## src/rtl/acc_run_sequencer.sv

```systemverilog
// Job sequencer for the accelerator: optional tree load, then search/send rounds.
// Issues one-cycle go pulses, waits for done pulses, and guards each wait with timeout/abort.
module acc_run_sequencer #(
    parameter int ITER_W     = 8,
    parameter int TMO_W      = 20,
    parameter int TMO_CYCLES = 1000000
) (
    input  logic              wb_clk_i,
    input  logic              wb_rst_i,
    input  logic              cmd_valid,
    output logic              cmd_ready,
    input  logic [2:0]        cmd_phases,
    input  logic [ITER_W-1:0] cmd_iters,
    input  logic              abort,
    output logic              load_go,
    output logic              fsm_go,
    output logic              send_go,
    input  logic              load_done,
    input  logic              fsm_done,
    input  logic              send_done,
    output logic              busy,
    output logic              job_done,
    output logic [1:0]        err_code,
    output logic [ITER_W-1:0] iter_cnt
);

    typedef enum logic [2:0] {
        IDLE,
        LOAD_GO,
        LOAD_WAIT,
        RUN_GO,
        RUN_WAIT,
        SEND_GO,
        SEND_WAIT,
        FINISH
    } state_t;

    localparam logic [1:0] ERR_OK    = 2'b00;
    localparam logic [1:0] ERR_TMO   = 2'b01;
    localparam logic [1:0] ERR_ABORT = 2'b10;
    localparam logic [TMO_W-1:0] TMO_LAST = TMO_W'(TMO_CYCLES - 1);

    state_t            state;
    state_t            state_next;
    logic [2:0]        phases;
    logic [2:0]        phases_next;
    logic [ITER_W-1:0] iters;
    logic [ITER_W-1:0] iters_next;
    logic [ITER_W-1:0] iter_next;
    logic [1:0]        err_next;
    logic [TMO_W-1:0]  tmo_cnt;
    logic [TMO_W-1:0]  tmo_next;

    logic [ITER_W:0]   iter_inc;
    logic [ITER_W-1:0] iter_sat;
    logic              more_iters;
    logic              in_wait;
    logic              wait_done;

    assign iter_inc   = {1'b0, iter_cnt} + {{ITER_W{1'b0}}, 1'b1};
    assign iter_sat   = (&iter_cnt) ? iter_cnt : iter_inc[ITER_W-1:0];
    assign more_iters = iter_inc < {1'b0, iters};

    assign in_wait   = (state == LOAD_WAIT) || (state == RUN_WAIT)
                    || (state == SEND_WAIT);
    assign wait_done = ((state == LOAD_WAIT) && load_done)
                    || ((state == RUN_WAIT) && fsm_done)
                    || ((state == SEND_WAIT) && send_done);

    always_comb begin
        state_next  = state;
        phases_next = phases;
        iters_next  = iters;
        iter_next   = iter_cnt;
        err_next    = err_code;
        tmo_next    = tmo_cnt;

        unique case (state)
            IDLE: begin
                if (cmd_valid) begin
                    phases_next = cmd_phases;
                    iters_next  = (cmd_iters == '0) ? ITER_W'(1) : cmd_iters;
                    iter_next   = '0;
                    err_next    = ERR_OK;
                    if (cmd_phases[0])      state_next = LOAD_GO;
                    else if (cmd_phases[1]) state_next = RUN_GO;
                    else if (cmd_phases[2]) state_next = SEND_GO;
                    else                    state_next = FINISH;
                end
            end
            LOAD_GO: begin
                tmo_next   = '0;
                state_next = LOAD_WAIT;
            end
            RUN_GO: begin
                tmo_next   = '0;
                state_next = RUN_WAIT;
            end
            SEND_GO: begin
                tmo_next   = '0;
                state_next = SEND_WAIT;
            end
            LOAD_WAIT: begin
                if (load_done) begin
                    if (phases[1])      state_next = RUN_GO;
                    else if (phases[2]) state_next = SEND_GO;
                    else                state_next = FINISH;
                end
            end
            RUN_WAIT: begin
                if (fsm_done) begin
                    if (phases[2]) begin
                        state_next = SEND_GO;
                    end else begin
                        iter_next  = iter_sat;
                        state_next = more_iters ? RUN_GO : FINISH;
                    end
                end
            end
            SEND_WAIT: begin
                if (send_done) begin
                    iter_next = iter_sat;
                    if (!more_iters)    state_next = FINISH;
                    else if (phases[1]) state_next = RUN_GO;
                    else                state_next = SEND_GO;
                end
            end
            FINISH: begin
                state_next = IDLE;
            end
            default: begin
                state_next = IDLE;
            end
        endcase

        // A done landing on the last timeout cycle still wins.
        if (in_wait) begin
            tmo_next = tmo_cnt + TMO_W'(1);
            if (!wait_done && (tmo_cnt == TMO_LAST)) begin
                err_next   = ERR_TMO;
                state_next = FINISH;
            end
        end

        // Abort discards any done seen in the same cycle.
        if (abort && (state != IDLE) && (state != FINISH)) begin
            iter_next  = iter_cnt;
            err_next   = ERR_ABORT;
            state_next = FINISH;
        end
    end

    always_ff @(posedge wb_clk_i) begin
        if (wb_rst_i) begin
            state    <= IDLE;
            phases   <= '0;
            iters    <= '0;
            iter_cnt <= '0;
            err_code <= ERR_OK;
            tmo_cnt  <= '0;
        end else begin
            state    <= state_next;
            phases   <= phases_next;
            iters    <= iters_next;
            iter_cnt <= iter_next;
            err_code <= err_next;
            tmo_cnt  <= tmo_next;
        end
    end

    assign cmd_ready = (state == IDLE);
    assign busy      = (state != IDLE);
    assign load_go   = (state == LOAD_GO);
    assign fsm_go    = (state == RUN_GO);
    assign send_go   = (state == SEND_GO);
    assign job_done  = (state == FINISH);

endmodule
```

## config.mk

```make
export PLATFORM = sky130hd
export DESIGN_NAME = acc_run_sequencer
export DESIGN_NICKNAME = d
export VERILOG_FILES = /design/src/rtl/acc_run_sequencer.sv
export SDC_FILE = /design/constraint.sdc
export NUM_CORES = 1
export LEC_CHECK = 0
export ABC_AREA = 1
export CORE_AREA = 2 2 110 59
export DETAILED_ROUTE_END_ITERATION = 8
export DIE_AREA = 0 0 112 61
export PLACE_DENSITY_LB_ADDON = 0.2
export SKIP_LAST_GASP = 1
export SYNTH_ARGS = -nofsm -noshare
export SYNTH_HDL_FRONTEND = slang
export SYNTH_SLANG_ARGS = --single-unit
```

## constraint.sdc

```tcl
create_clock -name wb_clk_i -period 2.4 [get_ports wb_clk_i]
set_clock_uncertainty 0.1 [all_clocks]
set_input_delay 0.36 -clock wb_clk_i [delete_from_list [all_inputs] [get_ports wb_clk_i]]
set_output_delay 0.36 -clock wb_clk_i [all_outputs]
set_load 0.02 [all_outputs]
```

Yosys cells after proc, flatten, opt, wreduce, memory -nomap -nowiden
Index checks and enable logic that the tools add are counted.
{"block": "totals", "register_bits": 44, "out_inout_bits": 16, "input_bits": 18}
{"block": "classes", "order_cmp": 1, "muxes": 31, "n_reduce_logical": 21, "bitwise": 1, "eq_ne": 13, "addsub": 2}
{"cell": "$mux W8", "n": 6}
{"cell": "$mux W3", "n": 14}
{"cell": "$mux W20", "n": 2}
{"cell": "$pmux W3 S8", "n": 1}
{"cell": "$pmux W8 S3", "n": 1}
{"cell": "$add A20 B1 Y20 const B", "n": 1}
{"cell": "$eq A20 B20 Y1 const B", "n": 1}
{"cell": "$mux W2", "n": 7}
{"cell": "$eq A3 B3 Y1 const B", "n": 4}
{"cell": "$add A8 B1 Y9 const B", "n": 1}
{"cell": "$lt A9 B8 Y1", "n": 1}
{"cell": "$logic_not A8 Y1", "n": 1}
{"cell": "$ne A2 B2 Y1 const B", "n": 4}
{"cell": "$reduce_and A8 Y1", "n": 1}
{"cell": "$eq A3 B2 Y1 const B", "n": 2}
{"cell": "$logic_and A1 B1 Y1", "n": 6}
{"cell": "$reduce_and A6 Y1", "n": 1}
{"cell": "$reduce_bool A3 Y1", "n": 2}
{"cell": "$logic_or A1 B1 Y1", "n": 4}
{"cell": "$eq A3 B1 Y1 const B", "n": 1}
{"cell": "$logic_not A3 Y1", "n": 1}
{"cell": "$ne A3 B3 Y1 const B", "n": 1}
{"cell": "$reduce_or A3 Y1", "n": 1}
{"cell": "$reduce_and A2 Y1", "n": 1}
{"cell": "4 further kinds", "n": 4}

Depth between registers and ports, before layout
Gate-level depths: netlist of run 1.
{"block": "depth", "ltp_word": 9, "mapped_depth": 16, "depth_no_buf": 16}

Worst setup path before layout of run 1
Ideal clock, no wire load.
{"block": "synth_timing", "path_kind": "flip-flop to flip-flop", "startpoint": "register iter_cnt[0]", "endpoint": "register state[1]", "n_path_buf": 0, "period_less_slack_ns": 2.243, "stages_incl_launch_ff": 17, "slack_ns": 0.157, "arrival_time_ns": 2.016, "cell_sequence": "dfxtp_1 -> ha_1 -> nand3_1 -> nor2_1 -> xnor2_1 -> inv_1 -> ha_1 -> nand2_1 -> nand2_1 -> nand2_1 -> nand2_1 -> nor2_1 -> nand3_1 -> nand2_1 -> nand2_1 -> nor2_1 -> nor2_1"}
{"block": "synth_via", "elab_chain_len": 8}
{"item": "start, declared", "line_no": "24", "source": "output logic [ITER_W-1:0] iter_cnt"}
{"item": "start signal, assigned", "line_no": "165", "source": "iter_cnt <= iter_next;"}
{"item": "$add A8 B1 Y9 *", "line_no": "60", "source": "assign iter_inc = {1'b0, iter_cnt} + {{ITER_W{1'b0}}, 1'b1};"}
{"item": "$lt A9 B8 Y1 *", "line_no": "62", "source": "assign more_iters = iter_inc < {1'b0, iters};"}
{"item": "$mux W3 *", "line_no": "123", "source": "if (!more_iters) state_next = FINISH;"}
{"item": "$mux W3 *", "line_no": "121", "source": "if (send_done) begin"}
{"item": "$pmux W3 S8 *", "line_no": "78", "source": "unique case (state)"}
{"item": "$mux W3", "line_no": "139", "source": "if (!wait_done && (tmo_cnt == TMO_LAST)) begin"}
{"item": "$mux W3 *", "line_no": "137", "source": "if (in_wait) begin"}
{"item": "$mux W3 *", "line_no": "146", "source": "if (abort && (state != IDLE) && (state != FINISH)) begin"}
{"item": "end signal, assigned", "line_no": "162", "source": "state <= state_next;"}
{"item": "end, declared", "line_no": "43", "source": "state_t state;"}
Mark *: on every way between the ends. The rest lies on a longest branch, timed or not.
A chain may end at the register's enable or synchronous reset.

Worst setup path in the final report of run 1
{"block": "layout_timing", "startpoint": "register iter_cnt[1]", "endpoint": "register state[1]"}
The elaborated chain is that of the path after synthesis.

==> impl_metrics.toml, run 1 <==
[global_route]
grt_pass1_vias = 2248
grt.total_usage_pct = 22.0
antenna_found_initial = 0
gr-usage-met2_pct = 26.1
busiest_layer = "met1"
grt_max_degree = 19
grt_pass1_wl_mm = 11.7
grt_use_met1_pct = 36.2
gr-total-overflow = 0
grt_use_met3_pct = 6.59

[floorplan]
design.core.area_um2 = 5860
start_util_pct = 44.0
fp.dieArea_um2 = 6830
die_w_um = 112
ios = 34
die_h_um = 61
fp-row-count = 20

[drt]
drcViolationCount = 0
drtPass1Iterations = 4
initialDrtViolationCount = 218
vias = 2755
drt-vias-per-instance = 5.30
wire_per_inst_um = 13.9
routed_wl_mm = 7.23
drtAntennaViolNets = 0

[layout]
final_util_pct = 54.2
n_antenna_cell = 0
fin_nets = 469
areaGrowthSynthToFinish_pct = 23.3
fin_cells = 520
multi_input_area_um2 = 1440
drive_gt1_share_pct = 7.90
regArea_um2 = 862
final.fill_count = 609

[placed_design]
placed_cells = 512
dp_hpwl_mm = 5.66
numPortBuffers = 33
gp_congestion = 0.980

[clocking]
clk_pin_slew_ns = 0.06
cts_max_level = 2
cts_root_buf = "clkbuf_16"
cts_tree = "built"
clock_latency_ns = 0.28
cts_buffers = 5
post-cts-setup-buffer-count = 0
cts_num_sinks = 43
cts_max_path_buffers = 2

[power_and_ir_drop]
internal_power_mw = 1.63
p_leak_nw = 1.36
seq_power_share_pct = 32.4
power.density_nw_per_um2 = 872
p_sw_share_pct = 41.0
irDropWorstVdd_mv = 0.508
power_frac_clock_pct = 26.0
comb_power_share_pct = 41.6
p_switching_mw = 1.13
total_power_mw = 2.77

[synthesis]
syn_area_um2 = 2570
seq_area_frac_synth_pct = 33.4
avgSynthCellArea_um2 = 6.37
synth_top_area_share_pct = 33.4
synthTopCellsByArea = "dfxtp_1 33%, nand2_1 14%, inv_1 8.6%"
yosys_register_bits = 43
synth_area_leader_cell = "dfxtp_1"
yosysWarnings = 0
ys_types = 29
syn_nets = 431
syn_inst = 404

[setup_path]
crit_type = "register to register"
crit_required_ns = 2.48
path_max_fanout = 4
arrival_ns = 2.30
cp-end-kind = "register"
startpoint_type = "register"
r2r_cells = 16

[sta]
worst_pin_slew_ns = 0.579
finalCritPeriodShare_pct = 92.5
rsz0062_at_grt = "no"
hold_viol = 0
fin_crit_ns = 2.22
maxSlewHeadroom_pct = 61.3
fmax_mhz = 450
setup_tns_ns = 0
slew_viol_final = 0
finalSetupViolations = 0
whs_ns = 0.352

[status]
status = "finished clean"

[run]
cap_violations = 0

[worst_hold_path]
hold_path.class = "register to register"
hold_depth = 2
==> worst paths after layout <==
| check | from | to | slack, ns |
|---|---|---|---|
| setup reg to reg | iter_cnt[1] | state[1] | 0.18 |
| hold / removal | tmo_cnt[4] | tmo_cnt[4] | 0.35 |
| setup / recovery | iter_cnt[1] | state[1] | 0.18 |
| hold reg to reg | tmo_cnt[4] | tmo_cnt[4] | 0.35 |
==> Yosys cell counts (all sizes together) <==
cell      n
nor3     25
a211oi    2
a22oi     1
nand4    12
nand3    27
inv      69
o21ai    23
and3      1
xor2      3
a21o      1
ha        9
o22ai     1
nor2     42
clkbuf    4
dfxtp    43
a21oi    34
nor4      1
xnor2     2
buf       2
nand2   102
==> logic make-up after synthesis <==
| logic type | after synthesis | share of synthesized area (%) |
|---|---|---|
| adders and majority gates | 9 | 4.38 |
| and+or+nand+nor | 210 | 36.7 |
| DFF | 43 | 33.4 |
| xor gates and xnor gates | 5 | 1.70 |
| AOI/OAI and AO/OA | 62 | 12.6 |
| buffers and inverters | 75 | 11.1 |
==> stage by stage <==
step,cell area (µm²),setup slack (ns)
3_3_place_gp,3010,0.283
2_1_floorplan,2570,0.157
6_report,3170,0.179
4_1_cts,3160,0.144
5_1_grt,3170,0.0291
3_5_place_dp,3010,0.158
==> power by group through the flow <==
stage / Sequential (mW) / Combinational (mW) / Clock (mW)
after floorplan: 0.902 / 0.768 / 0
after global placement: 0.904 / 1.11 / 0
after detailed placement: 0.906 / 1.12 / 0
after CTS: 0.891 / 1.13 / 0.726
after global routing: 0.905 / 1.27 / 0.754
final: 0.896 / 1.15 / 0.721
==> sequential cells by signal, indices dropped and copies added, names as in the netlist <==
| signal | cells |
|---|---|
| iter_cnt | 8 |
| iters | 8 |
| phases | 2 |
| tmo_cnt | 20 |
| err_code | 2 |
| state | 3 |
==> repair_timing <==
item / in CTS / in global routing
gates resized for setup: 0 / 4
hold buffers: 0 / 0
endpoints found under the setup margin: 0 / 2
==> per-layer routing <==
layer | part of all wire, % | up-vias
met4 | 0.90 | 0
met5 | 0 | -
met2 | 32 | 128
met1 | 55 | 1233
met3 | 11 | 7
li1 | - | 1387
==> placed cells by master, fill, tap and decap left out <==
cell             Yosys  routed
a21oi_1             34      34
inv_1               59      59
inv_4                1       1
xor2_1               3       3
ha_2                 0       1
o22ai_1              1       1
nor3_1              23      23
nand2_2              2       2
o21ai_1              7       7
a21o_1               1       1
a22oi_1              1       1
xnor2_1              2       2
clkdlybuf4s50_1      0      33
ha_1                 9       8
a211oi_1             2       2
buf_4                0       4
nor3_2               2       2
nand3_1             27      26
nor2_2               1       2
nand4_1             12      12
clkbuf_16            0       5
inv_2                9       9
clkbuf_8             0       2
o21ai_0             15      15
and3_1               1       1
nand2_1             97      97
nor4_1               1       1
nand2_4              3       3
clkbuf_1             4       1
nor2_8               1       1
nor2_1              40      39
dfxtp_1             43      42
o21ai_2              1       1
nand3_2              0       1
dfxtp_2              0       1
==> critical path, cell delays in order, from the launching register on <==
cell and delay [ns]:
dfxtp_2 0.35, ha_2 0.20, nand3_2 0.10, nor2_1 0.15, xnor2_1 0.13, inv_1 0.09, ha_1 0.30, nand2_1 0.07
nand2_1 0.04, nand2_1 0.05, nand2_1 0.04, nor2_1 0.14, nand3_1 0.11, nand2_1 0.07, nand2_1 0.04, nor2_1 0.08
nor2_1 0.04
==> layout make-up <==
| cell class | instances | area share (%) |
|---|---|---|
| multi-input combinational | 286 | 45.3 |
| sequential | 43 | 27.2 |
| timing repair buffer | 37 | 11.4 |
| clock buffer | 8 | 4.93 |
| inverter | 69 | 8.24 |
| tap | 77 | 3.04 |
No activity file was read; power rests on OpenSTA's default activity.
==> inputs of run 2 (changes only) <==
Settings changed: ABC_CLOCK_PERIOD_IN_PS set to 2400.
==> results of run 2 <==
The final DEF is identical to that of run 1; final timing and power are the same.
